$ cat src/rtl/qclk_sched.sv
//==============================================================================
// Module      : qclk_sched
// Description : Timestamped event queue that fires each head entry when the
//               qclk counter reaches (or has passed) its timestamp.
// Revision    : 1.0 - initial release
//==============================================================================
`timescale 1ns/1ps
`default_nettype none

module qclk_sched #(
   parameter int WIDTH  = 32,
   parameter int DATA_W = 16,
   parameter int DEPTH  = 4
) (
   input  logic                       clk,
   input  logic                       rst,
   input  logic [WIDTH-1:0]           qclk_val,
   input  logic [WIDTH-1:0]           in_ts,
   input  logic [DATA_W-1:0]          in_data,
   input  logic                       in_valid,
   output logic                       in_ready,
   input  logic                       flush,
   output logic                       fire,
   output logic [DATA_W-1:0]          fire_data,
   output logic                       late,
   output logic [$clog2(DEPTH):0]     count
);

   localparam int                 c_AW   = $clog2(DEPTH);
   localparam logic [c_AW:0]      c_FULL = (c_AW+1)'(DEPTH);
   localparam logic [0:0]         c_WAIT = 1'b0;
   localparam logic [0:0]         c_FIRE = 1'b1;

   logic [WIDTH-1:0]  r_ts   [DEPTH];
   logic [DATA_W-1:0] r_data [DEPTH];
   logic [c_AW-1:0]   r_wptr;
   logic [c_AW-1:0]   r_rptr;
   logic [c_AW:0]     r_count;
   logic [0:0]        r_state;
   logic              r_alive;
   logic              r_fire;
   logic              r_late;
   logic [DATA_W-1:0] r_fire_data;

   logic [WIDTH-1:0]  w_diff;
   logic              w_push;
   logic              w_pop;

   // r_alive keeps in_ready low through reset and until the first clock edge
   assign in_ready  = r_alive && (r_count < c_FULL) && !flush;
   assign w_push    = in_valid && in_ready;
   assign w_diff    = r_ts[r_rptr] - qclk_val;
   assign w_pop     = (r_state == c_WAIT) && (r_count != '0) &&
                      ((w_diff == '0) || w_diff[WIDTH-1]);

   assign count     = r_count;
   assign fire      = r_fire;
   assign late      = r_late;
   assign fire_data = r_fire_data;

   always_ff @(posedge clk) begin
      if (w_push) begin
         r_ts[r_wptr]   <= in_ts;
         r_data[r_wptr] <= in_data;
      end
   end

   always_ff @(posedge clk or negedge rst) begin
      if (!rst) begin
         r_wptr      <= '0;
         r_rptr      <= '0;
         r_count     <= '0;
         r_state     <= c_WAIT;
         r_alive     <= 1'b0;
         r_fire      <= 1'b0;
         r_late      <= 1'b0;
         r_fire_data <= '0;
      end else begin
         r_alive <= 1'b1;
         if (flush) begin
            r_wptr  <= '0;
            r_rptr  <= '0;
            r_count <= '0;
            r_state <= c_WAIT;
            r_fire  <= 1'b0;
            r_late  <= 1'b0;
         end else begin
            if (w_push) begin
               r_wptr <= r_wptr + 1'b1;
            end
            case ({w_push, w_pop})
               2'b10:   r_count <= r_count + 1'b1;
               2'b01:   r_count <= r_count - 1'b1;
               default: r_count <= r_count;
            endcase
            case (r_state)
               c_WAIT: begin
                  if (w_pop) begin
                     r_state     <= c_FIRE;
                     r_fire      <= 1'b1;
                     r_fire_data <= r_data[r_rptr];
                     r_late      <= w_diff[WIDTH-1];
                     r_rptr      <= r_rptr + 1'b1;
                  end else begin
                     r_fire <= 1'b0;
                  end
               end
               default: begin
                  // one-cycle cooldown: no compare while the strobe is high
                  r_state <= c_WAIT;
                  r_fire  <= 1'b0;
               end
            endcase
         end
      end
   end

endmodule

`default_nettype wire

$ cat config.mk
export PLATFORM = sky130hd
export DESIGN_NAME = qclk_sched
export DESIGN_NICKNAME = d
export VERILOG_FILES = /design/src/rtl/qclk_sched.sv
export SDC_FILE = /design/constraint.sdc
export NUM_CORES = 1
export LEC_CHECK = 0
export ABC_AREA = 1
export CORE_MARGIN = 8
export CORE_UTILIZATION = 47
export CTS_BUF_LIST = sky130_fd_sc_hd__clkbuf_16
export DETAILED_ROUTE_END_ITERATION = 12
export PLACE_DENSITY = 0.68
export SLEW_MARGIN = 25
export SYNTH_ARGS = -nofsm -noshare
export SYNTH_HDL_FRONTEND = slang
export SYNTH_SLANG_ARGS = --single-unit
$ cat constraint.sdc
create_clock -name clk -period 5.5 [get_ports clk]
set_clock_uncertainty 0.05 [all_clocks]
set_input_delay 0.55 -clock clk [delete_from_list [all_inputs] [get_ports clk]]
set_output_delay 0.55 -clock clk [all_outputs]
set_load 0.005 [all_outputs]
==> flow_summary.yaml <==
die:
  die_w_um: 170
  dieArea_um2: 28800
  fp.dieH_um: 170
  core-area_um2: 23300
  start_util: 0.476
  fp-row-count: 56
  io_pins: 106
sta:
  worst_slew_pin_slew_ns: 0.872
  setup_viol: 0
  max_freq_mhz: 222
  tns_ns: 0
  finalHoldViolCount: 0
  rsz0062_at_grt: "false"
  fin_crit_sh: 0.820
  relSlewSlack: 0.418
  layout_min_cycle_time_ns: 4.51
  slew_viol_final: 0
setup_path:
  cp.arrival_ns: 4.88
  endpoint_kind: "flip-flop"
  startpoint: "r_rptr[0]$_DFFE_PN0P_"
  critPathTopFamily: "simple AND/OR/NAND/NOR gates"
  cp_common_cell: "nand2_1"
  r2r_start: "r_rptr[0]$_DFFE_PN0P_"
  cp_slowest_cell: "nand3_4"
  critPathMaxFanout: 35
  crit_type: "flip-flop to flip-flop"
  cpPeakStageDelay_ns: 0.44
  worstSetupStartpointType: "flip-flop"
  required_ns: 5.87
  crit_buf_inv: 3
  crit_chain: "inv_2 -> buf_4 -> o21ai_0 -> o22ai_1 -> ha_1 -> nand2_1 -> inv_1 -> a21oi_1 -> nand2_1 -> a21oi_1 -> nand2_1 -> nand2_1 -> nand2_1 -> nor2_1 -> nand2_1 -> nor2_2 -> nand3_2 -> nand2_4 -> nand3_4 -> nand2_1 -> nand3_1 -> nand2_1"
synthesis:
  ys.flop_type: "edfxtp_1"
  yosysTopAreaCell: "edfxtp_1"
  ys_warn_count: 0
  synth_seq_cells: 218
  synth_edf_count: 192
  syn_area_per_cell_um2: 9.35
  yosysMostFrequentCell: "nand2_1"
  synth_cell_types: 38
  synthTopCellsByArea: "edfxtp_1 52%, nand2_1 11%, inv_1 6.0%, dfrtp_1 5.9%, ha_1 3.9%"
  synth_nets: 1310
  synth.cell_area_um2: 11100
  synth.top_cell.area_share: 0.519
  synth_common_cells: "326 x nand2_1, 192 x edfxtp_1, 177 x inv_1"
  yosysSeqAreaShare: 0.577
  syn_inst: 1189
  postSynth.asyncResetShare: 0.119
clocking:
  htreeDepth: 1
  root_buffer: "clkbuf_16"
  cts_buffers: 21
  cts_tree: "yes"
  cts.sinks: 218
  cts_max_path_buffers: 3
  postCtsSetupBuffers: 0
  cts.clk_slew.worst_paths_ns: 0.07
  worstSkewPairLatency_ns: 0.49
  cts_resized: 0
  cts-hold-fix-buffers: 0
route:
  vias: 8329
  ant_nets: 0
  drc: 0
  avgRoutedWirePerCell_um: 16.3
  wirelength_um: 26500
  first_pass_iters: 6
  drtIter0Drc: 656
  vias_per_cell: 5.11
cells_and_area:
  fin_nets: 1416
  area_delta_synth_final_pct: 19.4
  drive_gt1_frac: 0.0825
  finalNonFillerCells: 1629
  fillers: 2027
power:
  p_leak_nw: 5.68
  peakVddDrop_uv: 268
  p_per_area_nw_per_um2: 385
grt:
  grtUsageTotal: 0.183
  antenna_found_initial: 2
  grt_pass1_vias: 8211
  grt_pass1_wl_um: 42100
  grt_max_degree: 98
  gr-total-overflow: 0
outcome:
  status: "finished, final reports clean"
placement:
  dp_cells: 1591
  place.gp.congestion: 0.956
  hpwl_um: 18700
  io_buffers: 105
job:
  drv_cap: 0
worst_hold_path:
  hp-class: "primary input to asynchronous set/reset pin"
==> metrics by stage <==
step	power (W)	util	hold WS [ns]	setup WS, ns	instance area [um^2]
final	0.00511	0.569	0.391	0.991	13300
after global placement	0.00363	0.538	0.421	1.17	12500
after CTS	0.00514	0.569	0.393	1.08	13300
after floorplan	0.00312	-	0.204	1.58	11100
after detailed placement	0.00366	0.538	0.428	1.11	12500
after global routing	0.00543	0.569	0.418	0.661	13300
==> cells in the final DEF (no fill, tap or decap), drive strengths merged <==
cell type	Yosys	final
conb	1	1
nor2	121	121
diode	0	1
a21o	1	1
o21bai	1	1
clkbuf	29	21
nand3	45	45
inv	181	183
a32o	17	17
a21oi	39	39
clkinvlp	0	3
clkinv	1	8
dfrtp	26	26
nand2	346	346
and3	2	2
xor2	5	5
edfxtp	192	192
bufinv	0	4
clkdlybuf4s50	0	105
o21ai	78	78
nor3b	1	1
buf	5	12
ha	35	35
nand4	15	15
fa	2	2
a32oi	1	1
xnor2	4	4
o22ai	29	29
nand3b	2	2
and2	6	6
nor3	4	4
==> final cells by class <==
| type | instances | area, um^2 | area share |
|---|---|---|---|
| Antenna cell | 1 | 2.50 | 0.000189 |
| Clock buffer | 21 | 526 | 0.0396 |
| Clock inverter | 16 | 193 | 0.0145 |
| Inverter | 182 | 683 | 0.0515 |
| Multi-Input combinational cell | 755 | 3900 | 0.294 |
| Sequential cell | 218 | 6420 | 0.484 |
| Tap cell | 319 | 399 | 0.0301 |
| Timing Repair Buffer | 117 | 1150 | 0.0869 |
==> logic make-up (layout without fill, tap and decap cells) <==
group / Yosys count / after routing / share of synthesized area
AO/OA/AOI/OAI: 166 / 166 / 0.0925
XOR/XNOR: 9 / 9 / 0.00709
adder cells (fa/ha/maj): 37 / 37 / 0.0430
buffers and inverters: 216 / 336 / 0.0751
flip-flops: 218 / 218 / 0.577
other: 1 / 2 / 0.000337
AND/OR/NAND/NOR: 542 / 542 / 0.205
==> flip-flops by register name (all words and copies together) (netlist names) <==
register	count
r_ts	128
r_data	64
fire_data	16
count	3
r_rptr	2
r_wptr	2
fire	1
late	1
r_alive	1
==> worst paths after layout <==
check | cells past startpoint | slack (ns) | endpoint
max | 22 | 0.99 | count[0]$_DFFE_PN0P_
max reg2reg | 22 | 0.99 | count[0]$_DFFE_PN0P_
min reg2reg | 2 | 0.44 | fire_data[8]$_DFFE_PN0P_
min in group clk | 2 | 0.44 | fire_data[8]$_DFFE_PN0P_
min | 2 | 0.39 | fire_data[5]$_DFFE_PN0P_
max in group asynchronous | 2 | 4.71 | r_rptr[0]$_DFFE_PN0P_
==> worst reg2reg max path, stage by stage (launching register included) <==
cell and delay [ns]:
dfrtp_2 0.43, inv_2 0.40, buf_4 0.39, o21ai_0 0.13, o22ai_1 0.37, ha_1 0.37, nand2_1 0.11, inv_1 0.04
a21oi_1 0.15, nand2_1 0.09, a21oi_1 0.18, nand2_1 0.07, nand2_1 0.05, nand2_1 0.14, nor2_1 0.12, nand2_1 0.07
nor2_2 0.09, nand3_2 0.13, nand2_4 0.14, nand3_4 0.44, nand2_1 0.28, nand3_1 0.10, nand2_1 0.09
==> where the power goes <==
group | switching [W] | total, W | internal [W]
combinational | 0.00104 | 0.00168 | 0.000642
sequential | 0.0000620 | 0.00195 | 0.00189
clock | 0.000594 | 0.00148 | 0.000889
==> layer usage <==
| metal | track usage | vias to the layer above | wire, um |
|---|---|---|---|
| met1 | 0.237 | 3900 | 11500 |
| met5 | 0 | - | 13 |
| li1 | - | 4143 | - |
| met3 | 0.0328 | 50 | 1650 |
| met2 | 0.311 | 234 | 12700 |
| met4 | 0.0485 | 2 | 649 |
No activity file was read; power rests on OpenSTA's default activity.
